## config.mk

```make
export PLATFORM = sky130hd
export DESIGN_NAME = iterative_divider
export DESIGN_NICKNAME = d
export VERILOG_FILES = /design/src/rtl/riscv_div_pkg.sv /design/src/rtl/div_step.sv /design/src/rtl/iterative_divider.sv
export SDC_FILE = /design/constraint.sdc
export NUM_CORES = 1
export LEC_CHECK = 0
export ABC_AREA = 1
export BUFFER_PORTS_ARGS = -buffer_cell sky130_fd_sc_hd__buf_2
export CAP_MARGIN = 20
export CORE_MARGIN = 8
export CORE_UTILIZATION = 25
export CTS_BUF_LIST = sky130_fd_sc_hd__clkbuf_8
export DETAILED_ROUTE_END_ITERATION = 6
export GPL_ROUTABILITY_DRIVEN = 1
export PLACE_DENSITY = 0.46
export SLEW_MARGIN = 20
export SYNTH_ARGS = -nofsm -noshare
export SYNTH_HDL_FRONTEND = slang
export SYNTH_SLANG_ARGS = --single-unit
```

## constraint.sdc

```tcl
create_clock -name clk -period 2.7 [get_ports clk]
set_input_delay 0 -clock clk [delete_from_list [all_inputs] [get_ports clk]]
set_output_delay 0 -clock clk [all_outputs]
set_load 0.02 [all_outputs]
```

## src/rtl/riscv_div_pkg.sv

```systemverilog
// riscv_div_pkg: shared state encoding, constants and helpers for the iterative divider
package riscv_div_pkg;
    typedef enum logic [1:0] {DIV_IDLE, DIV_CALC, DIV_FIX, DIV_DONE} div_state_t;
    localparam int DIV_MAX_WIDTH = 64;
    localparam logic [DIV_MAX_WIDTH-1:0] DIV_BY_ZERO_Q = '1;
    // Magnitude of a w-bit value held zero-extended; callers keep the low w bits
    function automatic logic [DIV_MAX_WIDTH-1:0] abs_mag(input logic [DIV_MAX_WIDTH-1:0] val, input int w, input logic signed_op);
        return (signed_op && val[w-1]) ? -val : val;
    endfunction
endpackage

```

## src/rtl/div_step.sv

```systemverilog
// div_step: one restoring-division iteration on unsigned magnitudes
module div_step #(parameter int WIDTH = 32) (
    input  logic [WIDTH-1:0] rem,
    input  logic [WIDTH-1:0] quo,
    input  logic [WIDTH-1:0] dmag,
    output logic [WIDTH-1:0] rem_n,
    output logic [WIDTH-1:0] quo_n
);
    logic [WIDTH:0] shifted, trial;
    assign shifted = {rem, quo[WIDTH-1]};
    assign trial   = shifted - {1'b0, dmag};
    assign rem_n   = trial[WIDTH] ? shifted[WIDTH-1:0] : trial[WIDTH-1:0];
    assign quo_n   = {quo[WIDTH-2:0], ~trial[WIDTH]};
endmodule

```

## src/rtl/iterative_divider.sv

```systemverilog
// iterative_divider: multi-cycle radix-2 restoring divider for RV32M DIV/DIVU/REM/REMU
module iterative_divider import riscv_div_pkg::*; #(parameter int WIDTH = 32) (
    input  logic             clk,
    input  logic             rst,
    input  logic             start,
    input  logic             is_signed,
    input  logic [WIDTH-1:0] dividend,
    input  logic [WIDTH-1:0] divisor,
    output logic             busy,
    output logic             done,
    output logic [WIDTH-1:0] quotient,
    output logic [WIDTH-1:0] remainder
);
    localparam int CW = $clog2(WIDTH);
    div_state_t state, state_n;
    logic [CW-1:0] count;
    logic [WIDTH-1:0] rem, quo, dmag, rem_n, quo_n, dvd_abs, dvs_abs, q_fix, r_fix;
    logic neg_q, neg_r, accept, div_zero, overflow;
    assign accept   = start && (state == DIV_IDLE || state == DIV_DONE);
    assign div_zero = divisor == '0;
    assign overflow = is_signed && dividend == {1'b1, {(WIDTH-1){1'b0}}} && divisor == '1;
    assign dvd_abs  = WIDTH'(abs_mag(DIV_MAX_WIDTH'(dividend), WIDTH, is_signed));
    assign dvs_abs  = WIDTH'(abs_mag(DIV_MAX_WIDTH'(divisor), WIDTH, is_signed));
    assign q_fix    = neg_q ? -quo : quo;
    assign r_fix    = neg_r ? -rem : rem;
    div_step #(.WIDTH(WIDTH)) u_step (.rem(rem), .quo(quo), .dmag(dmag), .rem_n(rem_n), .quo_n(quo_n));
    // State register
    always_ff @(posedge clk or negedge rst) begin
        if (!rst) state <= DIV_IDLE;
        else      state <= state_n;
    end
    // Next state and handshake outputs; DONE accepts a new request like IDLE
    always_comb begin
        state_n = state;
        busy    = state == DIV_CALC || state == DIV_FIX;
        done    = state == DIV_DONE;
        state_n = accept ? ((div_zero || overflow) ? DIV_DONE : DIV_CALC) :
                  state == DIV_CALC ? (count == '0 ? DIV_FIX : DIV_CALC) :
                  state == DIV_FIX ? DIV_DONE : DIV_IDLE;
    end
    // Operand latch, iteration datapath and result registers
    always_ff @(posedge clk or negedge rst) begin
        if (!rst) begin
            count     <= '0;
            rem       <= '0;
            quo       <= '0;
            dmag      <= '0;
            neg_q     <= 1'b0;
            neg_r     <= 1'b0;
            quotient  <= '0;
            remainder <= '0;
        end else if (accept) begin
            count <= CW'(WIDTH - 1);
            rem   <= '0;
            quo   <= dvd_abs;
            dmag  <= dvs_abs;
            neg_q <= is_signed && (dividend[WIDTH-1] ^ divisor[WIDTH-1]);
            neg_r <= is_signed && dividend[WIDTH-1];
            if (div_zero) begin
                quotient  <= WIDTH'(DIV_BY_ZERO_Q);
                remainder <= dividend;
            end else if (overflow) begin
                quotient  <= dividend;
                remainder <= '0;
            end
        end else if (state == DIV_CALC) begin
            rem   <= rem_n;
            quo   <= quo_n;
            count <= count - 1'b1;
        end else if (state == DIV_FIX) begin
            quotient  <= q_fix;
            remainder <= r_fix;
        end
    end
endmodule

```

After elaboration in Yosys (flattened, before gate mapping)
Cells that the tools add are included.
{"block": "word_totals", "ff_bits": 169, "out_inout_bits": 66}
{"block": "classes", "n_eq_ne": 7, "add_sub_neg": 6, "n_reduce_logical": 15, "n_mux": 26, "n_bitwise": 2}
{"operator": "2-to-1 mux 32 bit", "n": 19}
{"operator": "negation 32 bit", "n": 4}
{"operator": "== test 32 bit, second input constant", "n": 2}
{"operator": "subtractor 33 x 32 -> 33 bit", "n": 1}
{"operator": "logical NOT 32 bit", "n": 1}
{"operator": "2-to-1 mux 2 bit", "n": 5}
{"operator": "2-to-1 mux 5 bit", "n": 2}
{"operator": "logical AND 1 bit", "n": 6}
{"operator": "logical NOT 5 bit", "n": 1}
{"operator": "subtractor 5 x 1 -> 5 bit, second input constant", "n": 1}
{"operator": "== test 2 bit, second input constant", "n": 2}
{"operator": "nonzero test 2 bit", "n": 2}
{"operator": "logical OR 1 bit", "n": 3}
{"operator": "inequality test 3 x 1 -> 1 bit, second input constant", "n": 1}
{"operator": "AND reduction 3 bit", "n": 1}
{"operator": "== test 2 x 1 -> 1 bit, second input constant", "n": 1}
{"operator": "logical NOT 2 bit", "n": 1}
{"operator": "inequality test 2 bit, second input constant", "n": 1}
{"operator": "NOT 1 bit", "n": 1}
{"operator": "XOR 1 bit", "n": 1}

Depth between registers and ports, before layout
{"block": "depth", "ltp_word": 6, "depth_mapped": 18, "mapped_depth_nobuf": 17}

Modules after synthesis
A second synthesis with hierarchy kept.
{"block": "unflattened", "cells_unflattened": 2459, "hier_area_um2": 14601.5}
{"module": "iterative_divider", "cells_per_inst": 1745, "instances": 1, "seq_area_each_um2": 4229.1, "area_per_inst_um2": 11205.7}
{"module": "div_step", "cells_per_inst": 714, "instances": 1, "seq_area_each_um2": 0.0, "area_per_inst_um2": 3395.8}

Least setup slack after synthesis
No wires, ideal clock.
{"block": "synth_timing", "kind": "reg2reg", "start": "reg quo[31]", "end": "reg rem[11]", "stages_incl_launch_ff": 17, "setup_ns": 0.118, "synth_period_minus_slack_ns": 2.200, "t_arrival_ns": 2.082, "slack_ns": 0.500, "path_cell_list": "dfrtp_1 > inv_1 > ha_1 > fa_1 > inv_1 > nand2_1 > nand2_1 > nand3_1 > nand2_2 > nand2_1 > nand2_2 > nand2_2 > nand3_2 > buf_2 > nand3_1 > nand3_1 > nand2_1"}
{"block": "synth_between", "elab_chain_len": 4}
{"element": "start, declared", "line": "iterative_divider.sv:17", "source": "logic [WIDTH-1:0] rem, quo, dmag, rem_n, quo_n, dvd_abs, dvs_abs, q_fix, r_fix;"}
{"element": "start signal, assigned", "line": "iterative_divider.sv:55", "source": "quo <= dvd_abs;"}
{"element": "start signal, assigned", "line": "iterative_divider.sv:68", "source": "quo <= quo_n;"}
{"element": "subtractor 33 x 32 -> 33 bit", "line": "div_step.sv:11", "source": "assign trial = shifted - {1'b0, dmag};"}
{"element": "2-to-1 mux 32 bit", "line": "div_step.sv:12", "source": "assign rem_n = trial[WIDTH] ? shifted[WIDTH-1:0] : trial[WIDTH-1:0];"}
{"element": "2-to-1 mux 32 bit", "line": "iterative_divider.sv:66", "source": "end else if (state == DIV_CALC) begin"}
{"element": "2-to-1 mux 32 bit", "line": "iterative_divider.sv:52", "source": "end else if (accept) begin"}
{"element": "end signal, assigned", "line": "iterative_divider.sv:67", "source": "rem <= rem_n;"}
{"element": "end, declared", "line": "iterative_divider.sv:17"}
No other way between the ends. The select of a mux whose other input is x is not followed.
A chain may end at the register's enable or synchronous reset.

Final worst setup path
{"block": "layout_timing", "start": "in is_signed", "end": "reg dmag[27]"}
{"block": "layout_between", "elab_chain_len": 2}
{"element": "start, declared", "line": "iterative_divider.sv:6", "source": "input logic is_signed,"}
{"element": "logical AND 1 bit", "line": "riscv_div_pkg.sv:8", "source": "return (signed_op && val[w-1]) ? -val : val;"}
{"element": "2-to-1 mux 32 bit", "line": "riscv_div_pkg.sv:8"}
{"element": "end signal, assigned", "line": "iterative_divider.sv:56", "source": "dmag <= dvs_abs;"}
{"element": "end, declared", "line": "iterative_divider.sv:17"}
No other way between the ends.

==> flow_summary.ini <==
[yosys]
yosysSeqAreaShare_pct = 30.46
syn-cell-area_um2 = 13880
synth_top_family_by_area = simple AND/OR/NAND/NOR gates
syn-instance-count = 2250
yosys-top-cells-count = 773 x nand2_1, 295 x inv_1, 233 x nand3_1, 190 x nor2_1, 169 x dfrtp_1
async_reset_ff_share_pct = 100.0
synth_top_area_share_pct = 30.46
yosys.area.top_type = dfrtp_1
synth_compound_area_share_pct = 12.48
synth_xor_area_share_pct = 2.587
synth_ff_type = dfrtp_1
syn_nets = 2361
synth_fa_ha_area_share_pct = 3.930
yosysMostFrequentCell = nand2_1
avgSynthCellArea_um2 = 6.170
muxShareOfSynthArea_pct = 0
synth.area.top_cells = dfrtp_1 30%, nand2_1 21%, nand3_1 8.4%
yosysWarnings = 0
synth-simple-area-share_pct = 39.77
synth.distinct_cells = 45
synth_edf_count = 0
synth_seq_cells = 169

[timing]
fin_skew_ns = 0.01747
period_minus_slack_ns = 2.514
finalCritPeriodShare_pct = 93.10
relSlewSlack_pct = 35.58
worst_pin_slew_ns = 0.9562
slew_viol_final = 0
setup_violations = 0
setup_tns_ns = 0
hold_violations = 0
clock.fmax_mhz = 397.8
rsz0062_at_grt = false
setup_ws_ns = 0.1864

[worst_setup_path]
cp_num_cells = 12
path_buf_inv = 6
start_kind = input pin
worst_ep_arrival_time_ns = 3.01
slowest_stage = dlygate4sd3_1
cp-end-kind = flop
crit_chain = dlygate4sd3_1 -> buf_2 -> nand2_1 -> clkinvlp_4 -> buf_4 -> nand2_1 -> o21ai_0 -> nand2_1 -> dlygate4sd3_1 -> nand3_1 -> dlygate4sd3_1 -> nand2_1
crit_fanout = 16
r2r_cells = 14
critPathTopFamily = buffers and inverters
worstPathRequired_ns = 3.20
crit_top_cell = nand2_1
critPathKind = input pin to flop
slowest_delay_ns = 0.58

[worst_hold_path]
hold_path_class = input pin to flop
worstHoldPathCells = 6

[global_routing]
grt_usage_pct = 17.41
grt_pass1_wl_um = 86310
first_global_vias = 14960
grt_max_degree = 93
antenna_found_initial = 1
grt-ovfl-total = 0

[placement]
pre_cts_ws_ns = 0.09426
portBuffers = 133
finalWeightedCongestion = 0.9238
hpwl_um = 44050

[clock_network]
tritoncts = built
clk_pin_slew_ns = 0.09
clkLatencyLatePin_ns = 0.57
cts_buffers = 17
clock_sinks = 169
cts-root-buf = clkbuf_8
htreeDepth = 4
cts_buffer_depth = 2
cts_setup_buffers = 0

[final_layout]
drive_gt1_share_pct = 10.65
fin_nets = 2559
fillers = 6140
area_growth_pct = 20.45
multi_input_comb_area_um2 = 8220
regArea_um2 = 4229

[floorplan]
fp-row-count = 86
start_util_pct = 25.25
die_w_um = 251.6
core_area_um2 = 54990
num_io_pins = 134
die_area_um2 = 63330
die_y_um = 251.6

[detailed_routing]
remaining_drc_errors = 0
viasPerCell = 4.697
wire_per_inst_um = 17.33
num_vias = 15080
ant_nets = 0
drtIter0Drc = 1138
drt_wl_total_um = 55620
first_pass_iters = 5

[run]
cap_viol_max_count = 0

[pwr]
ir_drop_mv = 0.4595
leakage_uw = 0.008658
power.total_uw = 21270
p_per_area_nw_per_um2 = 1272

[status]
status = completed
==> timing repair <==
| item | in CTS | in global routing |
|---|---|---|
| endpoints found under the hold margin | 286 | 0 |
| setup endpoints to repair | 0 | 32 |
| hold buffers | 79 | 0 |
| gates resized for setup | 0 | 12 |
==> layout by cell type, fill, tap and decap left out, types with 5 or more instances in the layout <==
cell and count:
a21oi_1 59, a31oi_1 5, buf_2 132, buf_4 36, clkbuf_8 19, dfrtp_1 169
dlygate4sd3_1 79, ha_1 42, inv_1 294, inv_2 6, nand2_1 771, nand2_2 8
nand3_1 230, nand3_2 6, nand3b_1 6, nand4_1 38, nor2_1 185, nor2_2 11
nor3_1 27, o211ai_1 30, o21ai_0 144, o21ai_1 26, o21bai_1 5, o22ai_1 22
or2_2 8, xnor2_1 12, xor2_1 29
==> sequential cells by signal (all words and copies together) (netlist names) <==
name and count:
dmag 32, neg_r 1, neg_q 1, remainder 32, rem 32, quo 32, quotient 32, state 2
count 5
==> report_power, final <==
part	switching, uW	total, uW	internal, uW
Clock	1100	1790	687
Sequential	910	4600	3690
Combinational	10100	14900	4820
==> worst reg2reg max path, cell delays in order (launching register included) <==
cell	delay, ns
dfrtp_1	0.50
ha_1	0.41
nand2_1	0.17
inv_1	0.07
a21oi_2	0.18
nand2_2	0.11
nand2_1	0.09
nand2_2	0.06
nand2_2	0.10
nand2_2	0.08
nand2_1	0.23
nand3_2	0.20
nand2_1	0.12
nand2_1	0.05
nand2_1	0.05
==> logic make-up (layout without fill, tap and decap cells) <==
group / after synthesis / in the layout
simple gates: 1309 / 1309
buf+inv: 378 / 589
compound gates: 310 / 310
flops: 169 / 169
fa+ha+maj: 43 / 43
xor+xnor: 41 / 41
other cells: 0 / 1
==> stage by stage <==
stage               cells  util (%)  instance area [um^2]  hold slack, ns
CTS                  3209     30.31                 16670          0.1446
global placement     3098     28.23                 15520         0.05135
global route         3210     30.41                 16720          0.2074
finish               3210     30.41                 16720          0.1740
floorplan            2250         -                 13880         -0.2956
detailed placement   3098     28.23                 15520         0.05410
==> final timing paths <==
path,slack (ns),start,to
worst min register to register,0.48,remainder[0],remainder[0]
max in group asynchronous,0.99,rst,quotient[11]
min in group asynchronous,0.52,rst,quo[9]
worst max register to register,0.22,rem[5],rem[30]
worst min-delay path,0.17,divisor[2],dmag[6]
worst max-delay path,0.19,is_signed,dmag[27]
==> layout make-up <==
| class | instances | share of cell area [%] |
|---|---|---|
| inverter | 304 | 6.892 |
| multi-input combinational | 1703 | 49.16 |
| tap | 748 | 5.597 |
| clock buffer | 19 | 1.564 |
| sequential | 169 | 25.29 |
| timing repair buffer | 253 | 10.91 |
| clock inverter | 13 | 0.5687 |
| antenna | 1 | 0.01497 |
==> per-layer routing <==
layer | up-vias | wire, um | track usage, % | part of all wire (%)
met2 | 341 | 27150 | 30.16 | 49
met3 | 65 | 2370 | 3.149 | 4.3
met5 | - | 0 | 0 | 0
met1 | 7028 | 24970 | 21.95 | 45
met4 | 0 | 1138 | 4.955 | 2.0
li1 | 7644 | - | - | -
Note: power is estimated with default switching activity, not from simulation.
